$ cat config.mk
export PLATFORM = sky130hd
export DESIGN_NAME = script_sequencer
export DESIGN_NICKNAME = d
export VERILOG_FILES = /design/src/rtl/script_sequencer.sv
export SDC_FILE = /design/constraint.sdc
export NUM_CORES = 1
export LEC_CHECK = 0
export ABC_AREA = 1
export ABC_CLOCK_PERIOD_IN_PS = 4500
export BUFFER_PORTS_ARGS = -buffer_cell sky130_fd_sc_hd__buf_2
export CORE_MARGIN = 4
export CORE_UTILIZATION = 60
export CTS_CLUSTER_DIAMETER = 30
export DETAILED_ROUTE_END_ITERATION = 10
export GPL_ROUTABILITY_DRIVEN = 0
export GPL_TIMING_DRIVEN = 0
export MAX_ROUTING_LAYER = met4
export PLACE_DENSITY = 0.81
export REMOVE_ABC_BUFFERS = 1
export SYNTH_ARGS = -nofsm -noshare
export SYNTH_HDL_FRONTEND = slang
export SYNTH_SLANG_ARGS = --single-unit
$ cat constraint.sdc
create_clock -name clk -period 4.5 [get_ports clk]
set_clock_uncertainty 0.15 [all_clocks]
set_input_delay 0.225 -clock clk [delete_from_list [all_inputs] [get_ports clk]]
set_output_delay 0.225 -clock clk [all_outputs]
set_load 0.01 [all_outputs]
$ cat src/rtl/script_sequencer.sv
// Script sequencer: fetches 16-bit instructions from a synchronous ROM and drives the
// chef action block, handling timed waits, feedback-bit waits and jumps.
module script_sequencer #(
    parameter int unsigned ADDR_W   = 8,
    parameter int unsigned HOLD_CYC = 4,
    parameter int unsigned TIMEOUT  = 1_000_000,
    parameter int unsigned TICK_DIV = 100_000
) (
    input  logic              clk,
    input  logic              rst,
    input  logic              start,
    input  logic              stop,
    output logic [ADDR_W-1:0] rom_addr,
    input  logic [15:0]       rom_data,
    input  logic [7:0]        feedback_sig,
    output logic              act_en,
    output logic [7:0]        act_i_num,
    output logic [1:0]        act_func,
    output logic              busy,
    output logic              done,
    output logic              error,
    output logic [ADDR_W-1:0] pc
);

    typedef enum logic [3:0] {
        StIdle, StFetch, StDecode, StActMove, StActHold,
        StWaitCnt, StWaitBit, StDone, StError
    } state_t;

    localparam logic [ADDR_W-1:0] PcMax = {ADDR_W{1'b1}};

    state_t              state_q, state_d;
    logic [ADDR_W-1:0]   pc_q, pc_d;
    logic [31:0]         cnt_q, cnt_d;
    logic [11:0]         ticks_q, ticks_d;
    logic [2:0]          wbit_q, wbit_d;
    logic                wlvl_q, wlvl_d;
    logic [7:0]          i_num_q, i_num_d;
    logic [1:0]          func_q, func_d;
    logic                act_en_q, busy_q, done_q, error_q;
    logic                adv;

    always_comb begin
        state_d = state_q;
        pc_d    = pc_q;
        cnt_d   = cnt_q;
        ticks_d = ticks_q;
        wbit_d  = wbit_q;
        wlvl_d  = wlvl_q;
        i_num_d = i_num_q;
        func_d  = func_q;
        adv     = 1'b0;

        case (state_q)
            StIdle, StDone: begin
                if (start) begin
                    pc_d    = '0;
                    state_d = StFetch;
                end
            end
            StFetch: state_d = StDecode;
            StDecode: begin
                case (rom_data[15:14])
                    2'b00: begin
                        i_num_d = rom_data[7:0];
                        func_d  = rom_data[9:8];
                        cnt_d   = '0;
                        state_d = StActMove;
                    end
                    2'b01: begin
                        if (rom_data[13]) begin
                            wbit_d  = rom_data[2:0];
                            wlvl_d  = rom_data[3];
                            state_d = StWaitBit;
                        end else if (rom_data[11:0] == 12'd0) begin
                            adv = 1'b1;
                        end else begin
                            ticks_d = rom_data[11:0];
                            cnt_d   = '0;
                            state_d = StWaitCnt;
                        end
                    end
                    2'b10: begin
                        if (!rom_data[13] || feedback_sig[rom_data[12:10]]) begin
                            pc_d    = rom_data[ADDR_W-1:0];
                            state_d = StFetch;
                        end else begin
                            adv = 1'b1;
                        end
                    end
                    default: state_d = StDone;
                endcase
            end
            StActMove: begin
                if (feedback_sig[2]) begin
                    if (HOLD_CYC == 0) begin
                        adv = 1'b1;
                    end else begin
                        cnt_d   = '0;
                        state_d = StActHold;
                    end
                end else if (TIMEOUT != 0 && cnt_q == TIMEOUT - 1) begin
                    state_d = StError;
                end else begin
                    cnt_d = cnt_q + 32'd1;
                end
            end
            StActHold: begin
                if (cnt_q == HOLD_CYC - 1) adv = 1'b1;
                else cnt_d = cnt_q + 32'd1;
            end
            StWaitCnt: begin
                if (cnt_q == TICK_DIV - 1) begin
                    cnt_d = '0;
                    if (ticks_q == 12'd1) adv = 1'b1;
                    else ticks_d = ticks_q - 12'd1;
                end else begin
                    cnt_d = cnt_q + 32'd1;
                end
            end
            StWaitBit: begin
                if (feedback_sig[wbit_q] == wlvl_q) adv = 1'b1;
            end
            StError: state_d = StError;
            default: state_d = StIdle;
        endcase

        // pc never wraps: stepping past the last address is a script error
        if (adv) begin
            if (pc_q == PcMax) begin
                state_d = StError;
            end else begin
                pc_d    = pc_q + 1'b1;
                state_d = StFetch;
            end
        end

        if (stop) begin
            state_d = StIdle;
            pc_d    = '0;
        end
    end

    always_ff @(posedge clk or posedge rst) begin
        if (rst) begin
            state_q  <= StIdle;
            pc_q     <= '0;
            cnt_q    <= '0;
            ticks_q  <= '0;
            wbit_q   <= '0;
            wlvl_q   <= 1'b0;
            i_num_q  <= '0;
            func_q   <= '0;
            act_en_q <= 1'b0;
            busy_q   <= 1'b0;
            done_q   <= 1'b0;
            error_q  <= 1'b0;
        end else begin
            state_q  <= state_d;
            pc_q     <= pc_d;
            cnt_q    <= cnt_d;
            ticks_q  <= ticks_d;
            wbit_q   <= wbit_d;
            wlvl_q   <= wlvl_d;
            i_num_q  <= i_num_d;
            func_q   <= func_d;
            act_en_q <= (state_d == StActMove) || (state_d == StActHold);
            busy_q   <= !((state_d == StIdle) || (state_d == StDone) || (state_d == StError));
            done_q   <= (state_d == StDone);
            error_q  <= (state_d == StError);
        end
    end

    assign rom_addr  = pc_q;
    assign pc        = pc_q;
    assign act_en    = act_en_q;
    assign act_i_num = i_num_q;
    assign act_func  = func_q;
    assign busy      = busy_q;
    assign done      = done_q;
    assign error     = error_q;

endmodule
======== Word level (Yosys, flattened, before mapping) ========
Cells that the tools add are included.
word-level totals
  logic and storage cells ................. 110
  input port bits ......................... 28
  RAM bits ................................ 0
  bits in latches ......................... 0
  flip-flop bits (word level) ............. 74
  output and inout port bits .............. 30
  memories ................................ 0
  ROM bits ................................ 0
cells by class
  reduce and logical (&&, ||, !) cells .... 18
  muxes and demuxes ....................... 45
  divide/modulo/power cells ............... 0
  $lt $le $gt $ge ......................... 2
  add/sub/neg operators ................... 3
  multiply operators ...................... 0
  shift-type cells ........................ 0
  bitwise logic cells ..................... 0
  eq/ne operators ......................... 30
operators with widths
  cell                                                                     number
  32-bit 2-to-1 mux                                                        6
  32-bit case mux with 4 select lines                                      1
  32-bit case mux with 2 select lines                                      1
  12-bit 2-to-1 mux                                                        5
  8-bit 2-to-1 mux                                                         6
  4-bit 2-to-1 mux                                                         9
  32-bit by 1-bit adder with 32-bit output, second input constant          1
  32-bit by 17-bit equality test with 1-bit output, second input constant  1
  32-bit by 2-bit equality test with 1-bit output, second input constant   1
  32-bit by 20-bit equality test with 1-bit output, second input constant  1
  4-bit by 3-bit equality test with 1-bit output, second input constant    6
  12-bit case mux with 2 select lines                                      1
  4-bit case mux with 6 select lines                                       1
  8-bit case mux with 2 select lines                                       1
  12-bit by 1-bit equality test with 1-bit output, second input constant   1
  4-bit by 2-bit equality test with 1-bit output, second input constant    3
  12-bit zero test                                                         1
  4-bit case mux with 3 select lines                                       1
  6-bit AND reduction                                                      2
  12-bit by 1-bit subtractor with 12-bit output, second input constant     1
  2-bit inequality test, second input constant                             5
  1-bit 2-to-1 mux                                                         9
  3-bit inequality test, second input constant                             3
  8-bit by 1-bit adder with 8-bit output, second input constant            1
  other kinds (22)                                                         30

======== Longest topological paths before layout ========
Gate-level depths: netlist of run 1.
  depth in word-level cells ............... 12
  depth in mapped cells ................... 17
  gate-level depth less buffers ........... 17

======== Least setup slack after synthesis of run 1 ========
OpenSTA, ideal clock, no wires.
  path type ............................... flip-flop to flip-flop
  from .................................... reg cnt_q[0]
  to ...................................... reg cnt_q[9]
  required time ........................... 4221 ps
  period minus slack after synthesis ...... 2038 ps
  setup time .............................. 129 ps
  stages on the path, launching flop included .. 14
  data arrival time ....................... 1759 ps
  path buffers ............................ 1
  path slack .............................. 2462 ps
  path through ............................ dfrtp_1 ha_1 nand2_1 nor2_1 inv_1 nor2_2 nand4_1 inv_1 nand2_1 nand2_4 inv_4 buf_4 o21ai_0 o21ai_0
between the ends
  cells in the longest elaborated chain, start to end .. 4
  elaborated cells between the ends (all ways) .. 12
  classes of those cells .................. add/sub: 1; eq/ne: 5; mux: 5; reduce/logical: 1
RTL lines
  element                                   line           source
  start: declaration                        34             logic [31:0] cnt_q, cnt_d;
  start signal: assignment                  161            cnt_q <= cnt_d;
  32-bit by 1-bit adder with 32-bit output  105, 110, 118
  32-bit 2-to-1 mux                         102            end else if (TIMEOUT != 0 && cnt_q == TIMEOUT - 1) begin
  32-bit 2-to-1 mux                         95             if (feedback_sig[2]) begin
  32-bit case mux with 4 select lines       54             case (state_q)
Parallel ways exist; a longest one is shown, timed or not. The select of a mux whose other input is x is not followed.
A chain may end at the register's enable or synchronous reset.

======== Worst setup path in the final report of run 1 ========
  from .................................... reg state_q[3]
  to ...................................... reg cnt_q[7]
between the ends
  cells in the longest elaborated chain, start to end .. 3
  elaborated cells between the ends (all ways) .. 12
  classes of those cells .................. eq/ne: 9; mux: 1; reduce/logical: 2
RTL lines
  element                                                                                                           line  source
  start: declaration                                                                                                32    state_t state_q, state_d;
  start signal: assignment                                                                                          146   state_q <= StIdle;
  start signal: assignment                                                                                          159   state_q <= state_d;
  4-bit by 2-bit equality test with 1-bit output or 4-bit by 3-bit equality test with 1-bit output (tied branches)  54
  3-bit by 1-bit inequality test with 1-bit output (no source line) (tied with other cells)                         n/a
  6-bit AND reduction (no source line)                                                                              n/a
Parallel ways exist; a longest one is shown, timed or not.

==> metrics.txt, run 1 <==
Max Clk Rate=0.360 GHz; final instance area=5960 µm²; first-pass GRT wire length=roughly 26 mm; adder-cell share of the synthesized area=0.0183; post-synthesis mux area share=0; Compound-Gate Fraction of Synth Area=0.141; Worst Tran Pin Value=between 0.6 and 0.7 ns; DR pass1 iterations=8; Yosys top cell by area=dfrtp_1; Post CTS Setup Buffer Count=0; Data arrival, critical path=2.91 ns; CTS Buffer Depth=2; Final #Nets=908; most frequent cell after synthesis=nand2_1; Initial Util=0.622; Reg clk slew, reported paths=0.09 ns; Core Rows=34; Final WS setup=1.72 ns; ys flop type=dfrtp_1; worst vdd ir=between 0.2 and 0.3 mV; share of layout cells above drive strength 1=0.121; Seq cells post-synth=74; HP Class=input pin to flop; crit-path max FO=27; EDFF count, synth=0; max incr delay on CP=0.52 ns; worst-path cell chain=inv_2 -> nand2_2 -> nor2_4 -> inv_2 -> nor2_1 -> nor3_1 -> inv_1 -> nor2_4 -> inv_2 -> nand2_1 -> a21oi_1; vias in the first global route=~5,500; # setup viols final=0; CP delay by family, top=simple AND/OR/NAND/NOR gates; H-tree depth=3; GRT Total Usage=0.292; Synth Warn #=0; setup_tns=0 ns; Mapped Cells=around 830; Yosys top cell area share=0.338; fin. max-slew vios=0; Final HPWL DP=11.3 mm; leakage=2.97 nW; largest net degree at the start of global routing=49; mapped cell area=5480 µm²; I/O Buffers=57; Max-Cap Viols=0; WP buf/inv=4; post-synthesis sequential area ratio=0.338; dominant cells by area after synthesis=dfrtp_1 (34%), nand2_1 (13%), inv_1 (7.4%), nor2_1 (6.4%), nand3_1 (6.3%); crit share post-route=0.618; WL per Instance=roughly 16 µm; RSZ-0062 raised after global routing=false; grt ovf=0; Worst-Skew Late Latency=0.36 ns; Worst slew margin=0.588; Remaining DRCs=0; number of inserted diodes=0; CTS tree=built; Slowest-stage cell, CP=nor2_4; status=completed; Worst Path Required=4.63 ns; asr flop ratio synth=1.00; type of origin of the critical path=flop; total wire length=approximately 15 mm; Clock Tree Root=clkbuf_8; largest family of logic cells by synthesized area=simple AND/OR/NAND/NOR gates; die area=10,700 µm²; via count=5,835; Pwr Density=405 nW/µm²; worst slack, placed=1.79 ns; Post-Synth Simple-Gate Area=0.369; # IOs=58; Via density=~5.9; Die W=104 µm; worst hold margin=approximately 0.032 ns; critical path type=flop to flop; Die Span Y=104 µm; Core Area=8810 µm²; list of most frequent post-synthesis cells=nand2_1 (196), inv_1 (108), nor2_1 (94), dfrtp_1 (74), nand3_1 (69); CP endpoint kind=flop; Synth Area in XOR/XNOR=0.0240; CTS buffer count=9; Crit path top cell by count=inv_2; Final Hold Fails=0; initial drt markers=between 400 and 500; Final ANT Viol Nets=0; Unique masters post-synth=48; Tmin final=2.78 ns; initial antenna violation count=0; dpl cell area=a little under 6000 µm²; Mapped Avg Cell Area=6.64 µm²; Num Clock Sinks=74; area delta synth->final=8.81%
==> flip-flops by register name, summed over array words and instances, names as in the netlist <==
| register | count |
|---|---|
| pc | 8 |
| act_func | 2 |
| done | 1 |
| ticks_q | 12 |
| act_i_num | 8 |
| wlvl_q | 1 |
| act_en | 1 |
| error | 1 |
| cnt_q | 32 |
| busy | 1 |
| state_q | 4 |
| wbit_q | 3 |
==> through the flow <==
| step | utilization | std cells | total power (W) |
|---|---|---|---|
| 2_1_floorplan | - | 801 | 0.00163 |
| 3_3_place_gp | 0.652 | 966 | 0.00188 |
| 3_5_place_dp | 0.656 | 967 | 0.00192 |
| 4_1_cts | 0.677 | 984 | 0.00240 |
| 5_1_grt | 0.677 | 984 | 0.00259 |
| 6_report | 0.677 | 984 | 0.00242 |
==> area by class of cell <==
class | count | area, µm²
inverter | 118 | 448
sequential | 74 | 1850
clock buffer | 11 | 141
tap | 108 | 135
timing repair buffer | 60 | 333
multi-input combinational | 609 | 3030
fill | 753 | 2840
clock inverter | 4 | 28.8
==> cell usage in the layout (no fill, tap or decap), types with 3 or more instances in the layout <==
cell type | Yosys | layout
inv_1 | 108 | 107
nor3b_1 | 3 | 3
inv_2 | 7 | 7
xor2_1 | 14 | 14
clkbuf_8 | 0 | 10
nor2_4 | 5 | 5
a211o_1 | 5 | 5
o21ai_0 | 54 | 54
ha_1 | 8 | 8
a21oi_1 | 38 | 38
nand3_1 | 69 | 69
nand2_2 | 4 | 4
o31ai_1 | 8 | 8
nand4_1 | 18 | 18
o21ai_1 | 5 | 5
dfrtp_1 | 74 | 74
buf_2 | 3 | 57
o311ai_0 | 4 | 4
nor2_2 | 6 | 6
nor2_1 | 94 | 94
nand2_1 | 196 | 196
nor3_1 | 44 | 44
o22ai_1 | 6 | 6
==> routing by layer <==
layer / up-vias / routed length [µm] / part of all wire / global-route usage
met1: 2683 / 6120 / 0.40 / 0.340
li1: 2796 / - / - / -
met4: 0 / 576 / 0.038 / 0.128
met2: 293 / 7510 / 0.49 / 0.491
met5: - / 0 / 0 / -
met3: 63 / 1100 / 0.072 / 0.0597
==> worst min-delay path: stages <==
cell and delay, ns:
buf_2 0.07, inv_1 0.06, o21ai_0 0.15
==> cells by family after synthesis <==
| logic type | Yosys count |
|---|---|
| AO/OA/AOI/OAI | 133 |
| XOR/XNOR | 15 |
| adder cells (fa/ha/maj) | 8 |
| buffers and inverters | 142 |
| flip-flops | 74 |
| AND/OR/NAND/NOR | 453 |
==> path summary, 6_finish.rpt <==
check | startpoint | end | depth (start not counted) | slack, ns
hold / removal | rom_data[9] | act_func[1]$_DFFE_PP0P_ | 3 | 0.03
setup / recovery | state_q[3]$_DFF_PP0_ | cnt_q[7]$_DFFE_PP0P_ | 11 | 1.72
hold reg to reg | act_i_num[0]$_DFFE_PP0P_ | act_i_num[0]$_DFFE_PP0P_ | 2 | 0.34
max in group asynchronous | rst | cnt_q[26]$_DFFE_PP0P_ | 4 | 3.37
min in group asynchronous | rst | ticks_q[7]$_DFFE_PP0P_ | 3 | 0.24
setup reg to reg | state_q[3]$_DFF_PP0_ | cnt_q[7]$_DFFE_PP0P_ | 11 | 1.72
==> power by group <==
part	internal (W)	leakage, nW	switching (W)
Combinational	0.000303	1.90	0.000635
Sequential	0.000833	0.987	0.000164
Clock	0.000213	0.0814	0.000270
==> what timing repair did <==
item | CTS | global route
endpoints found under the hold margin | 27 | 0
endpoints found under the setup margin | 0 | 0
hold buffers | 2 | 0
gates resized for setup | 0 | 0
No activity file was read; power rests on OpenSTA's default activity.
==> run 2, diff against run 1 <==
ABC_CLOCK_PERIOD_IN_PS = 2300   (was 4500)
CORE_UTILIZATION = 54   (was 60)
PLACE_DENSITY = 0.77   (was 0.81)
clock period = 2.3 ns   (was 4.5 ns; I/O delays follow)
==> run 2 against run 1 <==
Sequential share of layout area down 3.6 points. Non-clock buffer count up 43. Die area up 10%. Clock power up 140%. Hold slack worse by 0.014 ns. Total power up 120%. Setup slack worse by 1.7 ns. Global-route usage down 0.18 points. Routed wire length up 10%. Via count up 4.9%. Utilization up 1.1 points. Maximum frequency up 21%. Largest cell class unchanged. Largest power group is now combinational cells. Highest routed layer unchanged.
==> metrics.txt, run 2 (synthesis gave the netlist of run 1 again) <==
GRT Total Usage=0.290 (-0.00179); H-tree depth=3 (unchanged); Clock Tree Root=clkbuf_8; type of origin of the critical path=flop; total wire length=16.9 mm (+10%); overall power=0.00532 W (+120%); Final ANT Viol Nets=0 (unchanged); crit share post-route=0.996 (+0.378); Tmin final=2.29 ns (-0.488 ns); Worst-Skew Late Latency=0.36 ns (about the same); met3 Use GR=0.0438 (-0.0159); worst hold margin=0.0179 ns (-0.0144 ns); initial antenna violation count=0 (unchanged); status=completed; Reg clk slew, reported paths=0.08 ns (about the same); crit-path max FO=9 (-67%); Num Clock Sinks=74 (unchanged); via count=6,121 (+4.9%); Data arrival, critical path=2.39 ns (-0.52 ns); biggest regs=cnt_q x32, ticks_q x12; Final HPWL DP=11.3 mm (about the same); leakage=3.34 nW (+13%); WL per Instance=16.0 µm (+2.7%); HP Class=input pin to flop; Max Clk Rate=0.437 GHz (+21%); CP endpoint kind=flop; Die W=109 µm (+5.0%); # IOs=58 (unchanged); CTS Buffer Depth=2 (unchanged); die area=11,800 µm² (+10%); Via density=5.79 (-2.3%); share of layout cells above drive strength 1=0.215 (+0.0944); CTS buffer count=9 (unchanged); Core Rows=36 (+5.9%); Pwr Density=787 nW/µm² (+94%); largest net degree at the start of global routing=51 (+4.1%); number of inserted diodes=0 (unchanged); RSZ-0062 raised after global routing=true; vias in the first global route=5,757 (+4.8%); Initial Util=0.558 (-0.0642); fin. max-slew vios=0 (unchanged); Final Hold Fails=0 (unchanged); I/O Buffers=57 (unchanged); Largest Register=cnt_q; critical path type=flop to flop; initial drt markers=750 (+84%); met2 usage=0.473 (-0.0176); first-pass GRT wire length=26.7 mm (+4.0%); Filler Cell Count=823 (+9.3%); DR pass1 iterations=8 (unchanged); met1 Usage GRT=0.358 (+0.0187); area delta synth->final=23.3%; commonest non-fill, non-tap cell in the layout=nand2_1; gr busiest metal=met2; Max-Cap Viols=0 (unchanged); Worst Path Required=2.40 ns (-2.23 ns); CTS tree=built; Final #Nets=955 (+5.2%); Core Area=9820 µm² (+12%); Remaining DRCs=0 (unchanged); Worst Tran Pin Value=0.641 ns (+0.0250 ns); Die Span Y=109 µm (+5.0%); Worst slew margin=0.567 (-0.0211); # setup viols final=0 (unchanged); most frequent cells in the layout=nand2_1 (184), inv_1 (102), nor2_1 (81); grt ovf=0 (unchanged); worst vdd ir=0.422 mV (+65%); max reg flops=32 (unchanged)
-- run 2: final cells by class --
cell class | instances | area (µm²) | area share
multi-input cells | 611 | 3330 | 0.492
clock inverters | 6 | 88.8 | 0.0131
flip-flops and latches | 74 | 1860 | 0.275
repair buffers | 103 | 704 | 0.104
inverters | 118 | 465 | 0.0689
repair inverters | 2 | 10.0 | 0.00148
clock buffers | 10 | 138 | 0.0204
well taps | 133 | 166 | 0.0246
-- run 2: critical path: stages, from the launching register on --
cell	delay [ns]
dfrtp_1	0.43
ha_4	0.19
nand2_4	0.08
nor2_4	0.13
buf_4	0.12
nand3_1	0.07
nor2_1	0.14
nor2_2	0.07
nor3_2	0.16
inv_2	0.15
nor2_4	0.20
inv_4	0.09
and3_1	0.19
-- run 2: final timing paths --
| kind | from | slack, ns | endpoint | cells after the start |
|---|---|---|---|---|
| min reg2reg | act_func[0]$_DFFE_PP0P_ | 0.33 | act_func[0]$_DFFE_PP0P_ | 2 |
| max | cnt_q[1]$_DFFE_PP0P_ | 0.01 | cnt_q[10]$_DFFE_PP0P_ | 12 |
| max reg2reg | cnt_q[1]$_DFFE_PP0P_ | 0.01 | cnt_q[10]$_DFFE_PP0P_ | 12 |
| min | rom_data[0] | 0.02 | act_i_num[0]$_DFFE_PP0P_ | 3 |
| min in group asynchronous | rst | 0.12 | ticks_q[9]$_DFFE_PP0P_ | 3 |
| max in group asynchronous | rst | 1.29 | state_q[2]$_DFF_PP0_ | 4 |
-- run 2: through the flow --
stage                     setup TNS, ns  setup WS (ns)  cell area [µm²]  std cells  utilization
after floorplan                       0          0.152             5320        801            -
after global placement           -73.51         -0.827             5770        991        0.588
after detailed placement         -16.32         -0.467             5800        992        0.591
after CTS                             0       0.000780             6320       1033        0.644
after global routing             -0.934         -0.105             6760       1057        0.688
final                                 0        0.00964             6760       1057        0.688
-- run 2: power by group --
| group | internal, W | switching (W) |
|---|---|---|
| logic | 0.000789 | 0.00141 |
| registers | 0.00163 | 0.000321 |
| clock network | 0.000642 | 0.000524 |
| total | 0.00306 | 0.00225 |
-- run 2: layer usage --
metal  routed length [µm]  share of wire
met1                 6710           0.40
met2                 7980           0.47
met3                 1380          0.082
met4                  801          0.047
met5                    0              0
-- run 2: repair_timing --
| action | 4_1_cts | 5_1_grt |
|---|---|---|
| setup buffers | 11 | 22 |
| pin swaps | 6 | 12 |
| setup endpoints to repair | 60 | 55 |
| endpoints found under the hold margin | 92 | 0 |
| resized for setup | 23 | 71 |
| hold buffers | 12 | 0 |
| cloned | 2 | 2 |
==> run 3, diff against run 2 <==
CAP_MARGIN = 20   (was unset)
GPL_TIMING_DRIVEN = unset   (was 0)
==> run 3 against run 2 <==
Die area unchanged. Routed wire length decreased by 1.2%. Cell count increased by 0.66%. First-iteration DRC count decreased by 26%. Setup slack improved by 0.052 ns. Via count increased by 0.16%. Clock power decreased by 12%. Sequential power decreased by 2%. Critical path type unchanged.
==> metrics.txt, run 3 (synthesis gave the netlist of run 1 again) <==
initial drt markers=556 (-26%); vias in the first global route=5,793 (+0.63%); type of origin of the critical path=flop; Crit path top cell by count=inv_2; RSZ-0062 raised after global routing=true; biggest regs=cnt_q x32, ticks_q x12; share of layout cells above drive strength 1=0.198 (-0.0177); number of inserted diodes=0 (unchanged); Final WS setup=0.0615 ns (+0.0519 ns); WL per Instance=15.7 µm (-1.9%); Core Rows=36 (unchanged); fin. max-slew vios=0 (unchanged); worst reg2reg path startpoint=state_q[2]$_DFF_PP0_; Non-Filler Instances=1,064 (+0.66%); Switching Fraction=0.434 (+0.0104); CTS Buffer Depth=2 (unchanged); worst reg2reg path depth=11 (-1); initial antenna violation count=0 (unchanged); Worst slew margin=0.659 (+0.0921); H-tree depth=3 (unchanged); Clock Power Share=0.201 (-0.018); Die Span Y=109 µm (unchanged); max reg flops=32 (unchanged); Reg clk slew, reported paths=0.09 ns (about the same); CTS tree=built; # IOs=58 (unchanged); area delta synth->final=20.8%; leakage=3.27 nW (-2.1%); DR pass1 iterations=6 (-2); Num Clock Sinks=74 (unchanged); Pwr Density=776 nW/µm² (-1.4%); Worst-Skew Late Latency=0.37 ns (about the same); fin util=0.674 (-0.0140); commonest non-fill, non-tap cell in the layout=nand2_1; Data arrival, critical path=2.33 ns (-0.06 ns); Worst Path Required=2.39 ns (about the same); worst-path cell chain=inv_2 -> nor2_4 -> nand2_2 -> inv_2 -> nand3_1 -> nor2_2 -> a211oi_4 -> nand2_8 -> buf_4 -> nor3_1 -> nor3b_2; Max Clk Rate=0.447 GHz (+2.3%); crit share post-route=0.973 (-0.0226); status=completed; Final Hold Fails=0 (unchanged); Tmin final=2.24 ns (-0.0519 ns); I/O Buffers=57 (unchanged); sw power=0.00223 W (-1.1%); Initial Util=0.558 (unchanged); hold worst-path end=wlvl_q$_DFFE_PP0P_; Hold Path Cell Cnt=3 (unchanged); Final HPWL DP=12.4 mm (+9.7%); # setup viols final=0 (unchanged); HP Class=input pin to flop; setup_tns=0 ns (unchanged); DR WL met2=8.03 mm (+0.58%); largest net degree at the start of global routing=32 (-37%); Largest Register=cnt_q; Slowest-stage cell, CP=dfrtp_2; GRT Total Usage=0.291 (+0.00109); max incr delay on CP=0.46 ns (+0.03 ns); worst slack, placed=0.0394 ns (+0.506 ns); CP endpoint kind=flop; hold path startpoint=rom_data[13]; crit-path max FO=6 (-3); via count=6,131 (+0.16%); Die W=109 µm (unchanged); Core Area=9820 µm² (unchanged); worst vdd ir=0.460 mV (+8.8%); Worst Tran Pin Value=0.510 ns (-0.131 ns); Max-Cap Viols=0 (unchanged); worst hold margin=0.0781 ns (+0.0602 ns); first-pass GRT wire length=26.5 mm (-0.57%); WL met3=1.35 mm (-2.2%); grt ovf=0 (unchanged); Clock Tree Root=clkbuf_8; internal power=0.00291 W (-5.2%); Placed Cells=1,024 (+3.2%); met1 WL=6.54 mm (-2.5%); Final ANT Viol Nets=0 (unchanged); Remaining DRCs=0 (unchanged); total wire length=16.7 mm (-1.2%); CTS buffer count=9 (unchanged); reg2reg setup slack=0.06 ns (+0.05 ns); Flop pwr share=0.372 (+0.004); Final #Nets=962 (+0.73%); die area=11,800 µm² (unchanged); most frequent cells in the layout=nand2_1 (190), inv_1 (106), nor2_1 (87); part of the power in combinational logic=0.427 (+0.014); highest routed layer=met4; Via density=5.76 (-0.50%); Crit Reg-Reg Endpoint=cnt_q[15]$_DFFE_PP0P_; critical path type=flop to flop
-- run 3: cell types whose count changed in the layout (fill, tap and decap cells not counted), moves of 3 or more --
cell / before / now
buf_4: 29 / 39
o21ai_1: 11 / 4
nand2_1: 184 / 190
nor2_1: 81 / 87
nand2_4: 6 / 1
o21ai_0: 48 / 53
a21oi_1: 33 / 37
inv_1: 102 / 106
nor2_4: 13 / 9
a21oi_2: 4 / 1
nor2_2: 12 / 9
-- run 3: worst max-delay path by stage --
stage	start	to	slack (ns)	cells past startpoint
after floorplan	rst	act_en$_DFF_PP0_	0.15	1
after global placement	cnt_q[1]$_DFFE_PP0P_	cnt_q[26]$_DFFE_PP0P_	0.1	12
after detailed placement	cnt_q[1]$_DFFE_PP0P_	cnt_q[26]$_DFFE_PP0P_	0.04	12
after CTS	cnt_q[1]$_DFFE_PP0P_	cnt_q[26]$_DFFE_PP0P_	0.01	12
after global routing	cnt_q[1]$_DFFE_PP0P_	cnt_q[26]$_DFFE_PP0P_	-0.07	12
final	state_q[2]$_DFF_PP0_	cnt_q[15]$_DFFE_PP0P_	0.06	11
-- run 3: per-stage QoR --
step	total power [W]	instance area [µm²]
floorplan	0.00319	5320
global placement	0.00384	6030
detailed placement	0.00391	6030
CTS	0.00497	6370
global route	0.00547	6620
finish	0.00513	6620
-- run 3: critical path, delay by kind of cell, from the launching register on --
kind | cells | cell delay [ns]
buffers and inverters | 3 | 0.39
flip-flops | 1 | 0.46
AO/OA/AOI/OAI | 1 | 0.35
AND/OR/NAND/NOR | 7 | 0.75
-- run 3: repair_timing --
action | CTS | global route
hold buffers | 14 | 0
endpoints found under the setup margin | 0 | 54
buffers inserted | 0 | 8
resized for setup | 0 | 50
hold endpoints to repair | 39 | 0
-- run 3: power by group through the flow --
stage	sequential (W)	combinational (W)	clock [W]
detailed placement	0.00192	0.00199	0
global route	0.00195	0.00242	0.00110
floorplan	0.00194	0.00125	0
finish	0.00191	0.00219	0.00103
global placement	0.00190	0.00194	0
CTS	0.00190	0.00202	0.00105
-- run 3: area by class of cell --
class                      instances  area, µm²
inverter                         118        458
clock buffer                       9        124
fill                             880       3200
multi-input combinational        610       3190
timing repair buffer             112        749
timing repair inverter             1       7.51
sequential                        74       1860
clock inverter                     7       70.1
tap                              133        166
-- run 3: layer usage --
metal | vias up | GRT usage
li1 | 2910 | -
met1 | 2806 | 0.344
met2 | 329 | 0.478
met3 | 86 | 0.0527
met4 | 0 | 0.145
met5 | - | -
